==> config.mk <==
export PLATFORM = sky130hd
export DESIGN_NAME = cpu_control_fsm
export DESIGN_NICKNAME = d
export VERILOG_FILES = /design/src/rtl/cpu_control_fsm.sv
export SDC_FILE = /design/constraint.sdc
export NUM_CORES = 1
export LEC_CHECK = 0
export ABC_AREA = 0
export CAP_MARGIN = 20
export CORE_MARGIN = 1.5
export CORE_UTILIZATION = 50
export DETAILED_ROUTE_END_ITERATION = 10
export DONT_BUFFER_PORTS = 1
export GPL_ROUTABILITY_DRIVEN = 0
export GPL_TIMING_DRIVEN = 0
export PLACE_DENSITY_LB_ADDON = 0.12
export SLEW_MARGIN = 15
export SYNTH_ARGS = -nofsm -noshare
export SYNTH_HDL_FRONTEND = slang
export SYNTH_SLANG_ARGS = --single-unit
==> constraint.sdc <==
create_clock -name clk -period 3.92 [get_ports clk]
set_input_delay 0.588 -clock clk [delete_from_list [all_inputs] [get_ports clk]]
set_output_delay 0.588 -clock clk [all_outputs]
set_load 0.02 [all_outputs]
==> src/rtl/cpu_control_fsm.sv <==
// ---------------------------------------------------------------------------
// cpu_control_fsm
//
// Moore control sequencer for the SIMPLE RISC CPU. It fetches an instruction
// over two read cycles, bumps the PC, decodes {opcode,op}, and then walks the
// datapath through the register transfers and memory accesses the
// instruction needs. Every output is a registered decode of the state, so
// the strobes come straight from flops and carry no input-to-output path.
//
// Ports
//   clk        rising-edge clock
//   reset_n    asynchronous active-low reset; forces RST with no clock
//   opcode     IR[15:13], sampled only in DECODE
//   op         IR[12:11], sampled only in DECODE
//   nsel       one-hot register select (100 Rn, 010 Rd, 001 Rm, 000 none)
//   vsel       writeback source (00 C, 01 PC, 10 sximm8, 11 mdata)
//   write      register-file write enable
//   loada/b/c  datapath A/B/C register enables
//   loads      status register enable
//   asel       1 forces ALU A input to zero
//   bsel       1 selects sximm5 as ALU B input
//   load_ir    instruction register enable
//   load_pc    PC enable
//   reset_pc   PC next value is 0 (else PC+1)
//   addr_sel   1: memory address from PC, 0: from data-address register
//   load_addr  data-address register enable
//   mem_cmd    00 none, 01 read, 10 write
//   halted     high while in HALT
// ---------------------------------------------------------------------------
module cpu_control_fsm (
  input  logic       clk,
  input  logic       reset_n,
  input  logic [2:0] opcode,
  input  logic [1:0] op,
  output logic [2:0] nsel,
  output logic [1:0] vsel,
  output logic       write,
  output logic       loada,
  output logic       loadb,
  output logic       loadc,
  output logic       loads,
  output logic       asel,
  output logic       bsel,
  output logic       load_ir,
  output logic       load_pc,
  output logic       reset_pc,
  output logic       addr_sel,
  output logic       load_addr,
  output logic [1:0] mem_cmd,
  output logic       halted
);

  localparam logic [2:0] NSEL_NONE  = 3'b000;
  localparam logic [2:0] NSEL_RN    = 3'b100;
  localparam logic [2:0] NSEL_RD    = 3'b010;
  localparam logic [2:0] NSEL_RM    = 3'b001;
  localparam logic [1:0] VSEL_C     = 2'b00;
  localparam logic [1:0] VSEL_IMM   = 2'b10;
  localparam logic [1:0] VSEL_MDATA = 2'b11;
  localparam logic [1:0] CMD_NONE   = 2'b00;
  localparam logic [1:0] CMD_READ   = 2'b01;
  localparam logic [1:0] CMD_WRITE  = 2'b10;

  typedef enum logic [4:0] {
    S_RST, S_IF1, S_IF2, S_UPDATE_PC, S_DECODE,
    S_WRITE_IMM, S_GET_A, S_GET_B, S_ALU, S_WRITE_REG,
    S_ADDR, S_LOAD_ADDR, S_MEM_RD, S_WRITE_MDATA,
    S_GET_RD, S_STR_C, S_MEM_WR, S_HALT
  } state_t;

  // Instruction class latched in DECODE. The shared states (GET_A, ALU,
  // LOAD_ADDR) use it to pick their outputs and successor, so the FSM never
  // looks at opcode/op outside DECODE.
  typedef enum logic [2:0] {
    I_SHIFT,  // MOV Rd,Rm{,sh} and MVN: ALU sees only B
    I_ARITH,  // ADD and AND: result written to Rd
    I_CMP,    // CMP: status only
    I_LDR,
    I_STR
  } instr_t;

  typedef struct packed {
    logic [2:0] nsel;
    logic [1:0] vsel;
    logic       write;
    logic       loada;
    logic       loadb;
    logic       loadc;
    logic       loads;
    logic       asel;
    logic       bsel;
    logic       load_ir;
    logic       load_pc;
    logic       reset_pc;
    logic       addr_sel;
    logic       load_addr;
    logic [1:0] mem_cmd;
    logic       halted;
  } ctrl_t;

  state_t state, state_nxt;
  instr_t instr, instr_nxt;
  ctrl_t  ctrl;

  // Output decode for one state; anything not set stays inactive.
  function automatic ctrl_t ctrl_of(input state_t s, input instr_t i);
    ctrl_t c;
    c         = '0;
    c.nsel    = NSEL_NONE;
    c.vsel    = VSEL_C;
    c.mem_cmd = CMD_NONE;
    case (s)
      S_RST:         begin c.reset_pc = 1'b1; c.load_pc = 1'b1; end
      S_IF1:         begin c.addr_sel = 1'b1; c.mem_cmd = CMD_READ; end
      S_IF2:         begin c.addr_sel = 1'b1; c.mem_cmd = CMD_READ; c.load_ir = 1'b1; end
      S_UPDATE_PC:   c.load_pc = 1'b1;
      S_WRITE_IMM:   begin c.nsel = NSEL_RN; c.vsel = VSEL_IMM; c.write = 1'b1; end
      S_GET_A:       begin c.nsel = NSEL_RN; c.loada = 1'b1; end
      S_GET_B:       begin c.nsel = NSEL_RM; c.loadb = 1'b1; end
      S_ALU: begin
        if (i == I_CMP) begin
          c.loads = 1'b1;
        end else begin
          c.loadc = 1'b1;
          c.asel  = (i == I_SHIFT);
        end
      end
      S_WRITE_REG:   begin c.nsel = NSEL_RD; c.vsel = VSEL_C; c.write = 1'b1; end
      S_ADDR:        begin c.bsel = 1'b1; c.loadc = 1'b1; end
      S_LOAD_ADDR:   c.load_addr = 1'b1;
      S_MEM_RD:      c.mem_cmd = CMD_READ;
      S_WRITE_MDATA: begin
        c.mem_cmd = CMD_READ;
        c.nsel    = NSEL_RD;
        c.vsel    = VSEL_MDATA;
        c.write   = 1'b1;
      end
      S_GET_RD:      begin c.nsel = NSEL_RD; c.loadb = 1'b1; end
      S_STR_C:       begin c.asel = 1'b1; c.loadc = 1'b1; end
      S_MEM_WR:      c.mem_cmd = CMD_WRITE;
      S_HALT:        c.halted = 1'b1;
      default:       ;
    endcase
    return c;
  endfunction

  // NOTE: every variable assigned in an always_comb gets a default first, so
  // no path through the case statements can leave one unassigned (a latch).
  always_comb begin
    state_nxt = state;
    instr_nxt = instr;
    case (state)
      S_RST:       state_nxt = S_IF1;
      S_IF1:       state_nxt = S_IF2;
      S_IF2:       state_nxt = S_UPDATE_PC;
      S_UPDATE_PC: state_nxt = S_DECODE;
      S_DECODE: begin
        state_nxt = S_IF1;  // undefined encodings fall through as a NOP
        casez ({opcode, op})
          5'b110_10:                     state_nxt = S_WRITE_IMM;
          5'b110_00, 5'b101_11:          begin state_nxt = S_GET_B; instr_nxt = I_SHIFT; end
          5'b101_00, 5'b101_10:          begin state_nxt = S_GET_A; instr_nxt = I_ARITH; end
          5'b101_01:                     begin state_nxt = S_GET_A; instr_nxt = I_CMP;   end
          5'b011_00:                     begin state_nxt = S_GET_A; instr_nxt = I_LDR;   end
          5'b100_00:                     begin state_nxt = S_GET_A; instr_nxt = I_STR;   end
          5'b111_??:                     state_nxt = S_HALT;
          default:                       ;
        endcase
      end
      S_WRITE_IMM:   state_nxt = S_IF1;
      S_GET_A:       state_nxt = (instr == I_LDR || instr == I_STR) ? S_ADDR : S_GET_B;
      S_GET_B:       state_nxt = S_ALU;
      S_ALU:         state_nxt = (instr == I_CMP) ? S_IF1 : S_WRITE_REG;
      S_WRITE_REG:   state_nxt = S_IF1;
      S_ADDR:        state_nxt = S_LOAD_ADDR;
      S_LOAD_ADDR:   state_nxt = (instr == I_LDR) ? S_MEM_RD : S_GET_RD;
      S_MEM_RD:      state_nxt = S_WRITE_MDATA;
      S_WRITE_MDATA: state_nxt = S_IF1;
      S_GET_RD:      state_nxt = S_STR_C;
      S_STR_C:       state_nxt = S_MEM_WR;
      S_MEM_WR:      state_nxt = S_IF1;
      S_HALT:        state_nxt = S_HALT;
      default:       state_nxt = S_RST;
    endcase
  end

  // The output register is loaded with the decode of the state being
  // entered, so outputs and state always change on the same edge and the
  // async reset puts the RST strobes on the pins without a clock.
  // NOTE: sequential state uses non-blocking assignments so every flop
  // samples pre-edge values regardless of statement order.
  always_ff @(posedge clk or negedge reset_n) begin
    if (!reset_n) begin
      state <= S_RST;
      instr <= I_SHIFT;
      ctrl  <= ctrl_of(S_RST, I_SHIFT);
    end else begin
      state <= state_nxt;
      instr <= instr_nxt;
      ctrl  <= ctrl_of(state_nxt, instr_nxt);
    end
  end

  assign nsel      = ctrl.nsel;
  assign vsel      = ctrl.vsel;
  assign write     = ctrl.write;
  assign loada     = ctrl.loada;
  assign loadb     = ctrl.loadb;
  assign loadc     = ctrl.loadc;
  assign loads     = ctrl.loads;
  assign asel      = ctrl.asel;
  assign bsel      = ctrl.bsel;
  assign load_ir   = ctrl.load_ir;
  assign load_pc   = ctrl.load_pc;
  assign reset_pc  = ctrl.reset_pc;
  assign addr_sel  = ctrl.addr_sel;
  assign load_addr = ctrl.load_addr;
  assign mem_cmd   = ctrl.mem_cmd;
  assign halted    = ctrl.halted;

endmodule

After elaboration in Yosys (flattened, before gate mapping)
Cells that the tools add are included.
{"block": "totals", "reg_bits": 28, "in_bits": 7, "output_inout_bits": 20, "word_cells": 104}
{"block": "op_classes", "n_eq_ne": 46, "n_mux": 25, "reduce_logical": 15}
{"operator": "equality test 5 x 4 -> 1 bit (second input constant)", "count": 17}
{"operator": "case mux 5 bit (14 select lines)", "count": 1}
{"operator": "equality test 5 bit (second input constant)", "count": 11}
{"operator": "equality test 5 x 3 -> 1 bit (second input constant)", "count": 7}
{"operator": "equality test 5 x 2 -> 1 bit (second input constant)", "count": 4}
{"operator": "case mux 5 bit (4 select lines)", "count": 1}
{"operator": "case mux 3 bit (3 select lines)", "count": 2}
{"operator": "case mux 3 bit (5 select lines)", "count": 1}
{"operator": "OR reduction 2 bit", "count": 7}
{"operator": "two-way mux 1 bit", "count": 13}
{"operator": "equality test 5 x 1 -> 1 bit (second input constant)", "count": 2}
{"operator": "zero test 5 bit", "count": 2}
{"operator": "OR reduction 5 bit", "count": 2}
{"operator": "equality test 3 x 2 -> 1 bit (second input constant)", "count": 3}
{"operator": "two-way mux 4 bit", "count": 2}
{"operator": "equality test 3 bit (second input constant)", "count": 2}
{"operator": "case mux 1 bit (2 select lines)", "count": 2}
{"operator": "case mux 2 bit (2 select lines)", "count": 1}
{"operator": "OR reduction 4 bit", "count": 1}
{"operator": "zero test 3 bit", "count": 1}
{"operator": "two-way mux 3 bit", "count": 1}
{"operator": "OR reduction 3 bit", "count": 1}
{"operator": "two-way mux 2 bit", "count": 1}
{"operator": "logical OR 1 bit", "count": 1}

Logic depth before layout (Yosys ltp)
Gate-level depths: netlist (run 1).
{"block": "logic_depth", "word_depth": 7, "depth_mapped": 8, "mapped_depth_nobuf": 6}

Least setup slack after synthesis (run 1)
No wires, ideal clock.
{"block": "synth_timing", "path_type": "input-to-reg", "start": "input port opcode[0]", "end": "register ctrl, in the netlist load_pc", "n_path_buf": 1, "setup_time_ps": 78, "stages": 6, "required_ps": 3842, "slack_ps": 1802, "t_arrival_ps": 2040, "cell_sequence": "buf_2 > nor4b_4 > a211oi_1 > o211a_4 > or4_4 > and3b_1"}
{"block": "synth_via", "elab_chain_cells": 7, "elab_cells_between_ends": 17, "classes_between": "10 x eq/ne; 3 x mux; 4 x reduce/logical"}
{"element": "start: declaration", "line": "33", "rtl": "input logic [2:0] opcode,"}
{"element": "equality test 5 bit / equality test 5 x 4 -> 1 bit (equally long branches)", "line": "159", "rtl": "casez ({opcode, op})"}
{"element": "OR reduction 5 bit (no source line) / OR reduction 2 bit (equally long branches)"}
{"element": "case mux 5 bit (4 select lines) *", "line": "159"}
{"element": "case mux 5 bit (14 select lines) *", "line": "152", "rtl": "case (state)"}
{"element": "equality test 5 x 2 -> 1 bit / zero test 5 bit (equally long branches)", "line": "112", "rtl": "case (s)"}
{"element": "OR reduction 2 bit (no source line) *"}
{"element": "two-way mux 1 bit *", "line": "112"}
{"element": "end signal: assignment", "line": "196", "rtl": "ctrl <= ctrl_of(S_RST, I_SHIFT);"}
{"element": "end signal: assignment", "line": "200", "rtl": "ctrl <= ctrl_of(state_nxt, instr_nxt);"}
{"element": "end: declaration", "line": "103", "rtl": "ctrl_t ctrl;"}
Every way passes the cells marked *; elsewhere a longest branch is shown, timed or not.

Worst setup path after layout (run 1)
{"block": "layout_timing", "start": "register state[0]", "end": "register ctrl, in the netlist loadb"}
{"block": "layout_via", "elab_chain_cells": 6, "elab_cells_between_ends": 24, "classes_between": "19 x eq/ne; 2 x mux; 3 x reduce/logical"}
{"element": "start: declaration", "line": "101", "rtl": "state_t state, state_nxt;"}
{"element": "start signal: assignment", "line": "198", "rtl": "state <= state_nxt;"}
{"element": "equality test 5 bit, or another cell as far along", "line": "152"}
{"element": "OR reduction 5 bit (no source line)"}
{"element": "case mux 5 bit (14 select lines) *", "line": "152"}
{"element": "equality test 5 x 4 -> 1 bit / equality test 5 x 3 -> 1 bit (equally long branches)", "line": "112"}
{"element": "OR reduction 2 bit (no source line) *"}
{"element": "two-way mux 1 bit *", "line": "112"}
Marked as above.

==> metrics.cfg, run 1 <==
[setup_path]
criticalPathCategory=reg2reg
critPathRequiredTime_ns=4.17
worst_setup_path_start_kind=flop
cp_slowest_stage_delay_ns=0.39
crit_path_top_delay_cell=dfrtp_1
timing.critical_path.max_delay_family=simple AND/OR/NAND/NOR gates
critical_path_arrival_ns=2.40
critical_path.n_buffers_inverters=2
worst_setup_path_end_kind=flop
critical_path.max_fanout=9
path_cells=buf_2, nor2b_1, and2_0, o221ai_1, and3_1, clkbuf_1, o31ai_1

[synthesis]
yosysTopAreaCell=dfrtp_1
syn_avg_cell_area_um2=9.79
synth.ff_latch_count=28
number_of_distinct_standard_cells_referenced_by_the_synthesized_netlist=43
synth_area_leaders=dfrtp_1, nor2b_1, dfstp_2, a21oi_1, nand2_1
yosysWarnings=0
synth_area_um2=1470
synthesis.instances=150
synth-seq-area-share_pct=47.9
asyncSetResetFlopFracSynth_pct=100
synth_edf_count=0
syn-num-nets=157
ys_dominant_reg_cell=dfrtp_1
yosysTopAreaCellShare_pct=44.3

[timing]
fin_skew_ns=0.00610
finalMaxSlewViolations=0
timing_hold_violations_final=0
layout_worst_path_cycle_share_pct=54.8
fin_ws_ns=1.77
final.setup.tns_ns=0
timing.final.crit_period_ns=2.15
hold_ws_ns=0.0499
number_of_setup_violations_in_the_final_report=0
grt_setup_unrepaired=no
timing.slew.headroom_pct=65.6
tightestPinTransition_ns=0.513
max_clock_freq_mhz=466

[floorplanning]
die_h_um=57.2
io_pins=27
num_rows=19
start_util_pct=52.8
die_area_um2=3270
core-area_um2=2780
die_w_um=57.2

[global_route]
grt_resource_usage_total_pct=19.9
first_global_vias=1070
congestion_overflow_gr=0
first_pass_grt_wire_length_um=5050
grt_max_degree=27
grt_antenna_before_repair=0

[drt]
routed_wire_length_per_instance_um=16.1
detail_route.first_pass.iterations=4
detail_route.vias_per_cell=6.17
initial_detailed_routing_violation_count=22
remaining_drc_errors=0
routed_wire_length_um=3000
postRouteAntennaNets=0
dr_vias=1147

[cells_and_area]
antenna_cells_inserted=0
flow.area_growth_from_synthesis_pct=6.47
num-nets-final=163
multiInputGateArea_um2=698
final_util_pct=56.2
layout-drive-gt1-share_pct=10.3
fillers=261
post-route-cell-area_um2=1560
final-seq-area_um2=703

[run]
max_cap_violations=0

[clock_tree]
setup_buffers_after_cts=0
post_cts.resized_instances=0
cts_buffer_depth=2
numClockSinks=28
path_clk_slew_ns=0.14
cts_hold_buffers=1
cts_tree=built
clockRootBuffer=clkbuf_4
worstSkewPairLatency_ns=0.33
h-tree-depth=1
cts_inserted_buffers=3

[place]
pre_cts_ws_ns=1.67
port-buffer-count=0
detailed_place.area_um2=1510
post_dp_hpwl_um=2210

[run_status]
run_status=finished clean

[hold_path]
type_of_the_most_critical_hold_path=in2async

[power]
worst_ir_drop_vdd_mv=0.529
power-per-cell-area_nw_per_um2=730
p_leak_nw=0.693

[worst reg2reg max path, delay by kind of cell (launching register included)]
kind                   cells  cell delay [ns]
buffers and inverters      2             0.33
AND/OR/NAND/NOR            3             0.87
flip-flops                 1             0.39
AO/OA/AOI/OAI              2             0.48
[synth_stat cells, types with 3 or more instances]
| cell type | count |
|---|---|
| and3b_1 | 3 |
| nand3b_1 | 3 |
| clkbuf_1 | 6 |
| nor2_1 | 7 |
| and3_1 | 3 |
| nand2_1 | 10 |
| o21ai_0 | 4 |
| nor2b_1 | 10 |
| nand2b_1 | 6 |
| buf_2 | 3 |
| nor3_1 | 7 |
| nand4_1 | 4 |
| nand3_1 | 4 |
| inv_1 | 8 |
| a21oi_1 | 9 |
| dfrtp_1 | 26 |
[worst paths after layout]
| path | startpoint | end | slack, ns | cells past startpoint |
|---|---|---|---|---|
| worst max-delay path | state[0] | loadb | 1.77 | 7 |
| worst min-delay path | reset_n | state[0] | 0.05 | 1 |
| worst max register to register | state[0] | loadb | 1.77 | 7 |
| worst min register to register | instr[0] | instr[0] | 0.56 | 1 |
| max in group asynchronous | reset_n | state[1] | 3.72 | 1 |
| min in group clk | op[0] | instr[2] | 0.49 | 3 |
[through the flow]
| step | cells | total power, mW |
|---|---|---|
| global placement | 181 | 0.982 |
| finish | 186 | 1.14 |
| floorplan | 150 | 0.890 |
| global route | 186 | 1.23 |
| detailed placement | 181 | 1.00 |
| CTS | 186 | 1.15 |
[layout make-up]
cell class	count	area share, %
sequential	28	45.0
multi-input combinational	105	44.6
tap	31	2.48
buffer	9	2.40
clock buffer	4	2.32
inverter	8	1.92
timing repair buffer	1	1.28
[layout by cell type (no fill, tap or decap), types with 2 or more instances in the layout]
master,n
dfstp_2,2
o21ai_0,4
o21a_1,2
o311a_1,2
a32o_1,2
and3_1,3
nand4_1,4
nor2b_1,10
nand2b_1,6
nand3b_1,3
o221ai_1,2
nor2_1,7
a21oi_1,9
nand2_1,10
and3b_1,3
inv_1,8
o31ai_1,2
clkbuf_1,6
nor3_1,7
buf_2,3
nand3_1,4
or3_1,2
a211oi_1,2
clkbuf_4,3
a211o_1,2
a22oi_1,2
dfrtp_1,26
[state kept, by name (all words and copies together), names as in the netlist, 2 cells and up]
register,count
vsel,2
nsel,3
mem_cmd,2
instr,3
state,5
[report_power, final]
group | internal (mW) | leakage (nW) | switching [mW] | total [mW]
Sequential | 0.379 | 0.370 | 0.115 | 0.494
Combinational | 0.200 | 0.303 | 0.311 | 0.511
Clock | 0.0569 | 0.0210 | 0.0800 | 0.137
[per-layer routing]
layer / track usage (%) / part of all wire (%)
met1: 27.2 / 48
met2: 32.3 / 48
met3: 3.40 / 3.5
met4: 6.64 / 0.93
met5: 0 / 0
[cell families after synthesis]
logic type,Yosys count,share of synthesized area (%)
AND/OR/NAND/NOR,66,27.4
flip-flops,28,47.9
AO/OA/AOI/OAI,38,19.5
buffers and inverters,17,4.60
XOR/XNOR,1,0.596
No activity file was read; power rests on OpenSTA's default activity.
==> run 2: changes to the inputs <==
clock period = 2 ns   (was 3.92 ns; I/O delays follow)
==> run 2 against run 1 <==
Fmax up 8.8%. Critical path depth shrank 2. Sequential power rose by 97%. Final cell count rose by 3.8%. Non-clock buffer count increased by 7. Worst setup slack lost 1.7 ns. Via count increased by 2.0%. Utilization up 4.5 points. Die area is the same. Count of clock-buffer cells in the layout did not move. Clock skew down 0.0042 ns. Sequential share of layout area down 3.2 points. Critical endpoint is now load_pc. Largest cell class is now multi-input combinational cells. Largest power group unchanged.
==> metrics.cfg, run 2 (synthesis results as in run 1) <==
[timing]
hold_ws_ns=0.201  ; +0.151 ns
number_of_setup_violations_in_the_final_report=0  ; unchanged
fin_skew_ns=0.00192  ; -0.00417 ns
timing.slew.headroom_pct=66.5  ; +0.90 points
finalMaxSlewViolations=0  ; unchanged
fin_ws_ns=0.0264  ; -1.75 ns
layout_worst_path_cycle_share_pct=98.7  ; +44 points
max_clock_freq_mhz=507  ; +8.8%
tightestPinTransition_ns=0.502  ; -0.0107 ns
timing_hold_violations_final=0  ; unchanged
timing.final.crit_period_ns=1.97  ; -0.173 ns
final.setup.tns_ns=0  ; unchanged

[clock_tree]
cts_tree=built
cts_inserted_buffers=3  ; unchanged
cts_buffer_depth=2  ; unchanged
numClockSinks=28  ; unchanged
worstSkewPairLatency_ns=0.33  ; about the same
clockRootBuffer=clkbuf_4
h-tree-depth=1  ; unchanged
path_clk_slew_ns=0.14  ; about the same

[power]
intPower_mw=1.39  ; +120%
power.sequential.fraction_pct=39.4  ; -3.8 points
p_leak_nw=0.758  ; +9.2%
clockPowerShare_pct=11.1  ; -0.9 points
power-per-cell-area_nw_per_um2=1460  ; +100%
netSwitchingPower_mw=1.08  ; +110%
netSwitchingFraction_pct=43.7  ; -0.60 points
worst_ir_drop_vdd_mv=1.14  ; +110%
power.combinational.fraction_pct=49.5  ; +4.7 points

[setup_path]
worstRegToRegCells=5  ; -2
critical_path_arrival_ns=2.25  ; -0.15 ns
cp_slowest_stage_delay_ns=0.50  ; +0.11 ns
critical_path.max_fanout=3  ; -6
worst_setup_path_end_kind=flop
criticalPathCategory=reg2reg
path_cells=or3b_4, and3_1, and3_4, or4_4, and3b_1
worst_setup_path_start_kind=flop
critPathRequiredTime_ns=2.28  ; -1.89 ns
crit_path_top_delay_cell=or4_4

[drt]
routed_wire_length_um=3070  ; +2.5%
detail_route.first_pass.iterations=4  ; unchanged
initial_detailed_routing_violation_count=36  ; +64%
detail_route.vias_per_cell=6.06  ; -1.7%
routed_wire_length_per_instance_um=15.9  ; -1.2%
remaining_drc_errors=0  ; unchanged
dr_vias=1170  ; +2.0%
postRouteAntennaNets=0  ; unchanged

[global_route]
grt_antenna_before_repair=0  ; unchanged
first_pass_grt_wire_length_um=5130  ; +1.5%
congestion_overflow_gr=0  ; unchanged
grt_resource_usage_total_pct=20.0  ; +0.095 points
first_global_vias=1096  ; +2.4%
grt_max_degree=29  ; +7.4%

[cells_and_area]
layout_commonest_cell=dfrtp_1
most-common-layout-cells=dfrtp_1, nand2_1, inv_1
fillers=244  ; -6.5%
antenna_cells_inserted=0  ; unchanged
largest_register_ffs=5  ; unchanged
stdcell_count=193  ; +3.8%
final_util_pct=60.7  ; +4.5 points
num-nets-final=170  ; +4.3%
flow.area_growth_from_synthesis_pct=15.0
layout-drive-gt1-share_pct=24.7  ; +14 points
top_register=state

[floorplanning]
core-area_um2=2780  ; unchanged
io_pins=27  ; unchanged
die_h_um=57.2  ; unchanged
die_w_um=57.2  ; unchanged
num_rows=19  ; unchanged
die_area_um2=3270  ; unchanged
start_util_pct=52.8  ; unchanged

[place]
port-buffer-count=0  ; unchanged
pre_cts_ws_ns=-0.123  ; -1.80 ns
dpl.cell_count=181  ; unchanged
post_dp_hpwl_um=2210  ; unchanged

[run]
max_cap_violations=0  ; unchanged

[hold_path]
holdPathStages=3
type_of_the_most_critical_hold_path=in2reg

[run_status]
run_status=finished clean

==> run 2: cell count changes in the layout (fill, tap and decap cells not counted), sizes merged <==
cell / delta
clkbuf: -1
dlygate4sd3: +1
buf: +7
==> run 2: stage by stage <==
stage	instance area, um2	power (mW)
global route	1690	2.64
detailed placement	1510	1.96
floorplan	1470	1.75
global placement	1510	1.92
finish	1690	2.47
CTS	1630	2.35
==> run 2: repair_timing <==
action	4_1_cts	5_1_grt
resized for setup	6	25
pin swaps	1	1
setup endpoints to repair	9	10
hold endpoints to repair	28	0
hold buffers	2	0
setup buffers	5	1
==> run 2: final cells by class <==
type | count | area, um2 | share of cell area [%]
buffer | 9 | 46.3 | 2.74
clock buffer | 4 | 36.3 | 2.15
inverter | 8 | 30.0 | 1.78
multi-input combinational | 105 | 757 | 44.8
sequential | 28 | 706 | 41.8
tap | 31 | 38.8 | 2.30
timing repair buffer | 8 | 75.1 | 4.44
==> run 2: power groups by stage <==
stage	Sequential [mW]	Clock [mW]	Combinational, mW
after floorplan	0.952	0	0.793
after detailed placement	0.980	0	0.982
final	0.973	0.273	1.22
after CTS	0.954	0.281	1.12
after global routing	0.989	0.300	1.35
after global placement	0.976	0	0.949
==> run 2: worst paths after layout <==
| kind | startpoint | endpoint | slack, ns |
|---|---|---|---|
| max | instr[0] | load_pc | 0.03 |
| min | op[0] | instr[2] | 0.20 |
| max reg2reg | instr[0] | load_pc | 0.03 |
| min reg2reg | instr[1] | bsel | 0.59 |
| max in group asynchronous | reset_n | reset_pc | 1.40 |
| min in group asynchronous | reset_n | vsel[1] | 0.38 |
==> run 2: critical path, delay by kind of cell (launching register included) <==
family,cells,cell delay (ns)
simple gates,5,1.52
flops,1,0.41
==> run 2: layer usage <==
layer / part of all wire [%] / GRT usage [%] / vias up / routed length, um
li1: - / - / 568 / -
met1: 45 / 26.2 / 561 / 1390
met2: 49 / 33.3 / 32 / 1520
met3: 3.7 / 3.40 / 9 / 113
met4: 1.9 / 7.64 / 0 / 58
met5: 0 / 0 / - / 0
==> run 3: changes to the inputs <==
ABC_AREA = default   (was 0)
CAP_MARGIN = 10   (was 20)
CORE_UTILIZATION = 30   (was 50)
==> run 3 against run 2 <==
Clock power is 25% higher. Utilization is 24 points lower. Sequential cell count stayed put. Total power is 3.6% higher. Critical path type unchanged. Largest power group unchanged.
==> metrics.cfg, run 3 (synthesis results as in run 1) <==
[run_status]
run_status=finished clean

[global_route]
congestion_overflow_gr=0  ; unchanged
grt_resource_usage_total_pct=12.9  ; -7.1 points
grt_max_degree=29  ; unchanged
first_pass_grt_wire_length_um=5380  ; +4.9%
first_global_vias=1087  ; -0.82%
grt_antenna_before_repair=0  ; unchanged

[setup_path]
cp-startpoint=instr[0]
criticalPathCategory=reg2reg
critical_path.max_fanout=3  ; unchanged
worstRegToRegCells=5  ; unchanged
r2r_setup_slack_ns=0.04  ; +0.02 ns
worst_setup_path_start_kind=flop
critPathRequiredTime_ns=2.21  ; -0.07 ns
crit-reg2reg-capture=load_pc
crit_end=load_pc
worst_setup_path_end_kind=flop
timing.rr.start=instr[0]
critical_path_arrival_ns=2.16  ; -0.09 ns

[place]
pre_cts_ws_ns=-0.126  ; -0.00298 ns
port-buffer-count=0  ; unchanged
detailed_place.area_um2=1550  ; +3.0%
post_dp_hpwl_um=2370  ; +7.1%
dpl.cell_count=217  ; +20%

[cells_and_area]
num-nets-final=169  ; -0.59%
largest_register_ffs=5  ; unchanged
layout-drive-gt1-share_pct=24.2  ; -0.47 points
antenna_cells_inserted=0  ; unchanged
flow.area_growth_from_synthesis_pct=19.4
stdcell_count=228  ; +18%
top_register=state
multiInputGateArea_um2=766  ; +1.2%
fillers=483  ; +98%
layout_commonest_cell=dfrtp_1
post-route-cell-area_um2=1750  ; +3.9%
most-common-layout-cells=dfrtp_1, nand2_1, a21oi_1
final-seq-area_um2=706  ; unchanged

[power]
clockPowerShare_pct=13.3  ; +2.2 points
power-per-cell-area_nw_per_um2=1460  ; -0.23%
netSwitchingFraction_pct=42.6  ; -1.1 points
design_power_total_mw=2.55  ; +3.6%
p_leak_nw=0.773  ; +2.0%
power.sequential.fraction_pct=38.5  ; -0.9 points
netSwitchingPower_mw=1.09  ; +1.1%
intPower_mw=1.47  ; +5.6%
worst_ir_drop_vdd_mv=0.368  ; -68%
power.combinational.fraction_pct=48.2  ; -1.3 points

[drt]
routed_wire_length_per_instance_um=14.4  ; -9.5%
met3WireLength_um=146  ; +29%
postRouteAntennaNets=0  ; unchanged
detail_route.vias_per_cell=5.11  ; -16%
top_signal_layer_used=met4
route.met2.wl_um=1640  ; +8.4%
routedLengthMet1_um=1450  ; +4.8%
dr_vias=1164  ; -0.51%
initial_detailed_routing_violation_count=143  ; +300%
remaining_drc_errors=0  ; unchanged
detail_route.first_pass.iterations=4  ; unchanged
routed_wire_length_um=3290  ; +7.0%

[timing]
finalMaxSlewViolations=0  ; unchanged
max_clock_freq_mhz=511  ; +0.89%
fin_skew_ns=0.00406  ; +0.00213 ns
number_of_setup_violations_in_the_final_report=0  ; unchanged
hold_ws_ns=0.275  ; +0.0742 ns
timing_hold_violations_final=0  ; unchanged
timing.slew.headroom_pct=70.0  ; +3.6 points
timing.final.crit_period_ns=1.96  ; -0.0174 ns
layout_worst_path_cycle_share_pct=97.8  ; -0.87 points
fin_ws_ns=0.0437  ; +0.0174 ns
tightestPinTransition_ns=0.450  ; -0.0525 ns

[floorplanning]
num_rows=25  ; +6
die_h_um=73.0  ; +28%
die_w_um=73.0  ; +28%
io_pins=27  ; unchanged
core-area_um2=4720  ; +70%
die_area_um2=5330  ; +63%
start_util_pct=31.1  ; -22 points

[hold_path]
type_of_the_most_critical_hold_path=in2reg

[clock_tree]
h-tree-depth=1  ; unchanged
cts_buffer_depth=2  ; unchanged
worstSkewPairLatency_ns=0.27  ; -0.06 ns
cts_tree=built
clockRootBuffer=clkbuf_8
numClockSinks=28  ; unchanged
path_clk_slew_ns=0.09  ; -0.05 ns
cts_inserted_buffers=3  ; unchanged

[run]
max_cap_violations=0  ; unchanged

-- run 3: cell type report --
| class | count | share of cell area, % |
|---|---|---|
| plain buffers | 9 | 2.64 |
| clock buffers | 4 | 3.14 |
| inverters | 8 | 1.71 |
| multi-input cells | 105 | 43.7 |
| flip-flops and latches | 28 | 40.2 |
| well taps | 67 | 4.78 |
| repair buffers | 7 | 3.85 |
-- run 3: what timing repair did --
action,4_1_cts,5_1_grt
gates resized for setup,7,23
endpoints found under the setup margin,9,10
hold endpoints to repair,28,0
pin swaps,1,0
hold buffers,2,0
buffers inserted,3,2
-- run 3: worst max-delay path: stages, from the launching register on --
cell	delay, ns
dfrtp_1	0.39
or3b_4	0.41
and3_4	0.20
and3_2	0.23
or4_4	0.49
and3b_1	0.18
-- run 3: stage by stage --
stage | util [%] | TNS, ns
after floorplan | - | 0
after global placement | 32.9 | -0.579
after detailed placement | 32.9 | -0.572
after CTS | 35.6 | 0
after global routing | 37.1 | -0.0212
final | 37.1 | 0
-- run 3: worst min-delay path by stage --
stage            start  endpoint  slack (ns)  depth (start not counted)
2_1_floorplan  reset_n  addr_sel       0.004                          0
3_3_place_gp   reset_n   vsel[1]       0.005                          0
3_5_place_dp   reset_n   vsel[1]       0.005                          0
4_1_cts          op[0]  instr[2]        0.27                          3
5_1_grt          op[0]  instr[2]        0.28                          3
6_report         op[0]  instr[2]        0.27                          3
-- run 3: power by group through the flow --
stage	combinational, mW	clock, mW	sequential, mW
2_1_floorplan	0.793	0	0.952
3_3_place_gp	0.987	0	0.983
3_5_place_dp	0.997	0	0.982
4_1_cts	1.11	0.350	0.962
5_1_grt	1.36	0.378	1.00
6_report	1.23	0.340	0.983
-- run 3: per-layer routing --
metal,global-route usage [%],vias to the layer above
met1,17.6,553
met5,0,-
met4,4.19,0
met3,1.66,5
met2,21.1,41
li1,-,565
